--- config.mk ---
export PLATFORM = sky130hd
export DESIGN_NAME = alu_share_arbiter
export DESIGN_NICKNAME = d
export VERILOG_FILES = /design/src/rtl/alu_share_arbiter.sv
export SDC_FILE = /design/constraint.sdc
export NUM_CORES = 1
export LEC_CHECK = 0
export CAP_MARGIN = 40
export CORE_AREA = 2 2 134 136
export DETAILED_ROUTE_END_ITERATION = 10
export DIE_AREA = 0 0 136 138
export PLACE_DENSITY = 0.75
export SYNTH_ARGS = -nofsm -noshare
export SYNTH_HDL_FRONTEND = slang
export SYNTH_SLANG_ARGS = --single-unit
--- constraint.sdc ---
create_clock -name clk -period 4.4 [get_ports clk]
set_input_delay 0.88 -clock clk [delete_from_list [all_inputs] [get_ports clk]]
set_output_delay 0.88 -clock clk [all_outputs]
set_load 0.005 [all_outputs]
--- src/rtl/alu_share_arbiter.sv ---
// +--------------------------------------------------------------------------+
// | alu_share_arbiter: round-robin share of one external ALU among NUM_REQ   |
// | requesters, two-stage (issue/result) pipeline with valid/ready on both   |
// | sides. Optional macro ALU_ARB_PERF_CNT_EN adds per-requester stall       |
// | counters.                                                                |
// | Revision: 1.0                                                            |
// +--------------------------------------------------------------------------+
`default_nettype none

`ifndef XLEN
`define XLEN 32
`endif

package HighLevelControl;
  typedef enum logic [3:0] {
    ADD  = 4'd0,
    SUB  = 4'd1,
    AND  = 4'd2,
    OR   = 4'd3,
    XOR  = 4'd4,
    SLL  = 4'd5,
    SRL  = 4'd6,
    SRA  = 4'd7,
    SLT  = 4'd8,
    SLTU = 4'd9
  } aluOperation;
endpackage

module alu_share_arbiter #(
  parameter  int NUM_REQ = 2,
  parameter  int CNT_W   = 32,
  localparam int IDW     = $clog2(NUM_REQ),
  localparam int OPW     = $bits(HighLevelControl::aluOperation)
) (
  input  logic                         clk,
  input  logic                         reset,
  input  logic [NUM_REQ-1:0]           ReqValid,
  output logic [NUM_REQ-1:0]           ReqReady,
  input  logic [NUM_REQ*OPW-1:0]       ReqOperation,
  input  logic [NUM_REQ*`XLEN-1:0]     ReqOperandA,
  input  logic [NUM_REQ*`XLEN-1:0]     ReqOperandB,
  output logic                         RspValid,
  input  logic                         RspReady,
  output logic [IDW-1:0]               RspId,
  output logic [`XLEN-1:0]             RspResult,
  output logic [3:0]                   RspFlags,
  output HighLevelControl::aluOperation AluOperation,
  output logic [`XLEN-1:0]             AluOperandA,
  output logic [`XLEN-1:0]             AluOperandB,
  input  logic [`XLEN-1:0]             AluResult,
  input  logic                         Zero,
  input  logic                         oVerflow,
  input  logic                         Negative,
  input  logic                         Carry,
  output logic [NUM_REQ*CNT_W-1:0]     PerfStall
);

  logic               r_s1_valid;
  logic [IDW-1:0]     r_s1_id;
  logic [OPW-1:0]     r_s1_op;
  logic [`XLEN-1:0]   r_s1_a;
  logic [`XLEN-1:0]   r_s1_b;
  logic [IDW-1:0]     r_last;

  logic               w_s2_free;
  logic               w_s1_free;
  logic               w_any;
  logic               w_accept;
  logic [IDW-1:0]     w_gidx;
  logic [NUM_REQ-1:0] w_grant;

  logic [OPW-1:0]     w_req_op [NUM_REQ];
  logic [`XLEN-1:0]   w_req_a  [NUM_REQ];
  logic [`XLEN-1:0]   w_req_b  [NUM_REQ];

  for (genvar gi = 0; gi < NUM_REQ; gi++) begin : g_unpack
    assign w_req_op[gi] = ReqOperation[gi*OPW +: OPW];
    assign w_req_a[gi]  = ReqOperandA[gi*`XLEN +: `XLEN];
    assign w_req_b[gi]  = ReqOperandB[gi*`XLEN +: `XLEN];
  end

  assign w_s2_free = ~RspValid | RspReady;
  assign w_s1_free = ~r_s1_valid | w_s2_free;
  assign w_accept  = w_any & w_s1_free;

  // Search starts just after the last accepted requester; first valid wins.
  always_comb begin
    w_any  = 1'b0;
    w_gidx = '0;
    for (int k = 1; k <= NUM_REQ; k++) begin
      for (int i = 0; i < NUM_REQ; i++) begin
        if (!w_any && ReqValid[i] && (i == (int'(r_last) + k) % NUM_REQ)) begin
          w_any  = 1'b1;
          w_gidx = IDW'(i);
        end
      end
    end
  end

  always_comb begin
    w_grant = '0;
    for (int i = 0; i < NUM_REQ; i++) begin
      w_grant[i] = w_any && (w_gidx == IDW'(i));
    end
  end

  assign ReqReady = w_grant & {NUM_REQ{w_s1_free}};

  // Idle drive is a harmless ADD 0+0 so the ALU never hits its X default arm.
  assign AluOperation = r_s1_valid ? HighLevelControl::aluOperation'(r_s1_op)
                                   : HighLevelControl::ADD;
  assign AluOperandA  = r_s1_valid ? r_s1_a : '0;
  assign AluOperandB  = r_s1_valid ? r_s1_b : '0;

  always_ff @(posedge clk or posedge reset) begin
    if (reset) begin
      r_s1_valid <= 1'b0;
      r_s1_id    <= '0;
      r_s1_op    <= '0;
      r_s1_a     <= '0;
      r_s1_b     <= '0;
      r_last     <= IDW'(NUM_REQ - 1);
      RspValid   <= 1'b0;
      RspId      <= '0;
      RspResult  <= '0;
      RspFlags   <= '0;
    end else begin
      if (w_s2_free) begin
        RspValid <= r_s1_valid;
        if (r_s1_valid) begin
          RspId     <= r_s1_id;
          RspResult <= AluResult;
          RspFlags  <= {Zero, oVerflow, Negative, Carry};
        end
      end
      if (w_s1_free) begin
        r_s1_valid <= w_accept;
        if (w_accept) begin
          r_s1_id <= w_gidx;
          r_s1_op <= w_req_op[w_gidx];
          r_s1_a  <= w_req_a[w_gidx];
          r_s1_b  <= w_req_b[w_gidx];
        end
      end
      if (w_accept) begin
        r_last <= w_gidx;
      end
    end
  end

`ifdef ALU_ARB_PERF_CNT_EN
  for (genvar gi = 0; gi < NUM_REQ; gi++) begin : g_perf
    logic [CNT_W-1:0] r_cnt;
    always_ff @(posedge clk or posedge reset) begin
      if (reset) begin
        r_cnt <= '0;
      end else if (ReqValid[gi] && !ReqReady[gi] && (r_cnt != '1)) begin
        r_cnt <= r_cnt + {{(CNT_W-1){1'b0}}, 1'b1};
      end
    end
    assign PerfStall[gi*CNT_W +: CNT_W] = r_cnt;
  end
`else
  assign PerfStall = '0;
`endif

endmodule

`default_nettype wire
==> reports/qor.txt <==
Post-Place Setup Slack -> 1.23 ns
startpoint class of the critical path -> primary input
critical path launch point -> ReqValid[1]
fraction of layout instances using a drive strength above 1 -> 0.0973
overflow left after global routing -> 0
antenna cell count -> 0
critical path's top delay family -> buffers and inverters
routed vias -> 4627
cell type with the largest total area after synthesis -> sky130_fd_sc_hd__dfrtp_1
core area -> 0.0175 mm2
DRT antenna net count -> 0
area used by sequential logic in the layout -> 0.00273 mm2
share of Yosys cell area claimed by the top area cell type -> 0.486
chip width -> 136 um
Worst Max-Slew Pin Slew -> 0.845 ns
type of destination of the critical path -> output port
setup slack of the most critical reg-to-reg path -> 2.29 ns
final count of pins violating max slew -> 0
most common library cell in the layout ignoring fill and taps -> sky130_fd_sc_hd__clkdlybuf4s50_1
ordered cell list for the critical path -> clkdlybuf4s50_1 > and3_4 > clkdlybuf4s50_1
number of buffer cells added on primary ports -> 284
P_leak -> 3.60 nW
critical path depth in cells -> 3
maximum clock frequency -> 0.315 GHz
DRT Pass-1 Iters -> 5
Setup Crit Path Kind -> primary input to output port
area delta synth->final -> 56.5%
critical path's largest stage delay -> 0.66 ns
CTS tree -> done
IR drop worst, VDD -> 0.271 mV
#FFs+latches synth -> 109
slowest CP cell -> sky130_fd_sc_hd__clkdlybuf4s50_1
Relative slew margins -> 0.437
final number of hold-violating endpoints -> 0
count of routing violations after the opening detailed-route iteration -> 280
number of instances in the synthesized netlist -> 473
top library cells by usage in the layout, fill and taps aside -> 284 x sky130_fd_sc_hd__clkdlybuf4s50_1, 107 x sky130_fd_sc_hd__dfrtp_1, 68 x sky130_fd_sc_hd__o21a_1, 68 x sky130_fd_sc_hd__a221o_1, 68 x sky130_fd_sc_hd__and2_1
pin count of the biggest net entering global routing -> 70
number of sinks driven by the clock tree -> 109
net count reported at finish -> 912
depth of the worst hold-timing path -> 2
fin crit period -> 3.17 ns
RR Startpoint -> r_s1_valid$_DFFE_PP0P_
CTS root buffer -> sky130_fd_sc_hd__clkbuf_16
global-route wire length before repair -> 26.2 mm
number of buffers added to fix hold violations after cts -> 0
unrepaired setup endpoints after global routing -> false
post-cts gate resize count -> 0
Arr. time, crit path -> 2.29 ns
total half-perimeter wirelength after legalization and detailed placement -> 12.5 mm
Worst Path Buf+Inv -> 2
total setup violations reported at the end of the flow -> 0
clock latency at the later pin of the worst-skew pair -> 0.35 ns
Filler Cell Count -> 1608
final wirelength -> 17.4 mm
setup TNS after final layout -> 0 ns
post-synthesis sequential area ratio -> 0.490
endpoint of the worst-slack reg-to-reg timing path -> r_s1_b[15]$_DFFE_PP0P_
Via-to-Cell Ratio -> 4.78
htree depth -> 3
maximum buffer depth of the clock tree -> 2
netlist area before placement -> 0.00557 mm2
starting utilization of the core area -> 0.317
length in cells of the worst reg-to-reg path -> 4
clock slew seen by the registers of the worst setup and hold paths -> 0.07 ns
routability-driven placement congestion ratio -> 0.763
final worst slack -> 1.23 ns
number of standard-cell rows in the floorplan -> 49
maximum clock skew at final layout -> 0.0138 ns
cells taking the most area after synthesis -> sky130_fd_sc_hd__dfrtp_1 49%, sky130_fd_sc_hd__a221o_1 12%, sky130_fd_sc_hd__o21a_1 9.2%, sky130_fd_sc_hd__buf_4 8.6%, sky130_fd_sc_hd__and2_1 7.6%
YS warnings -> 0
Die ar. -> 0.0188 mm2
count of cell types in the netlist -> 22
count of pins on the block boundary -> 349
combined area of the multi-input logic cells -> 0.00239 mm2
crit share post-route -> 0.721
CP max FO -> 5
vias in the first global route -> 4749
end of the worst hold path -> r_s1_id$_DFFE_PP0P_
antenna violations before repair -> 0
outcome -> finished clean
pwr dens -> 367 mW/mm2
start point of the worst hold path -> r_s1_id$_DFFE_PP0P_
drc violations -> 0
per-cell routed wire length -> 18.0 um
number of post-CTS setup repair buffers -> 0
die height -> 138 um
synthesized area divided by synthesized cell count -> 11.8 um2
CP most frequent cell -> sky130_fd_sc_hd__clkdlybuf4s50_1
total routing resource utilization after global routing -> 0.180
number of buffers created by CTS -> 9
max-capacitance violation count -> 0
worst path required time -> 3.52 ns
Tightest Hold Check Type -> register to register
## final cells by class
cell class                 instances  area share
multi-input combinational        320       0.274
clock inverter                     7      0.0129
sequential                       109       0.313
inverter                           1    0.000718
tap                              229      0.0329
timing repair buffer             294       0.340
clock buffer                       9      0.0259
## per-stage QoR
step	cell area, um2	hold WS (ns)	util	instances	power [mW]
final	8710	0.505	0.497	969	3.20
after global routing	8710	0.520	0.497	969	3.37
after CTS	8710	0.505	0.497	969	3.24
after detailed placement	8370	0.488	0.477	953	2.31
after global placement	8320	0.486	0.475	951	2.28
after floorplan	5800	0.459	-	536	1.74
## synth_stat cells (all sizes together)
library cell / number
dfrtp: 108
buf: 77
a221o: 68
and2: 68
o21a: 68
mux2: 37
clkbuf: 29
nand2: 3
nand2b: 3
a21oi: 2
and3: 2
nor2: 2
a31oi: 1
and3b: 1
conb: 1
dfstp: 1
inv: 1
nand3b: 1
## report_power, final
part	internal, mW	leakage (nW)	total, mW	switching [mW]
registers	1.17	1.31	1.26	0.0901
clock network	0.513	0.161	0.918	0.405
logic	0.662	2.13	1.01	0.353
total	2.35	3.60	3.20	0.848
## worst max path at each step
stage / to / slack, ns
2_1_floorplan: RspFlags[0]$_DFFE_PP0P_ / 0.65
3_3_place_gp: ReqReady[0] / 1.27
3_5_place_dp: ReqReady[1] / 1.23
4_1_cts: ReqReady[1] / 1.23
5_1_grt: ReqReady[0] / 1.17
6_report: ReqReady[1] / 1.23
## sequential cells by signal, summed over array words and instances, names as in the netlist
signal and count:
r_s1_op 4, RspValid 1, RspResult 32, RspFlags 4
r_s1_id 1, r_s1_a 32, RspId 1, r_s1_b 32
r_last 1, r_s1_valid 1
## worst min-delay path: stages, from the launching register on
cell and delay, ns:
sky130_fd_sc_hd__dfrtp_1 0.35, sky130_fd_sc_hd__a21oi_1 0.05, sky130_fd_sc_hd__nor2_1 0.08
## layer usage
| layer | global-route usage | vias up | wire (um) |
|---|---|---|---|
| met4 | 0.0444 | 0 | 234 |
| met3 | 0.0488 | 15 | 1520 |
| met1 | 0.205 | 2276 | 6580 |
| met2 | 0.328 | 223 | 9080 |
| li1 | - | 2113 | - |
| met5 | 0 | - | 0 |
## logic make-up (layout without fill, tap and decap cells)
logic type             after synthesis  after routing  synth area share
buffers and inverters              107            311             0.126
AND/OR/NAND/NOR                     80             80            0.0915
other                                1             64          0.000674
AO/OA/AOI/OAI                      139            139             0.217
flip-flops                         109            109             0.490
multiplexers                        37             37            0.0748
(Power assumes the default switching activity.)
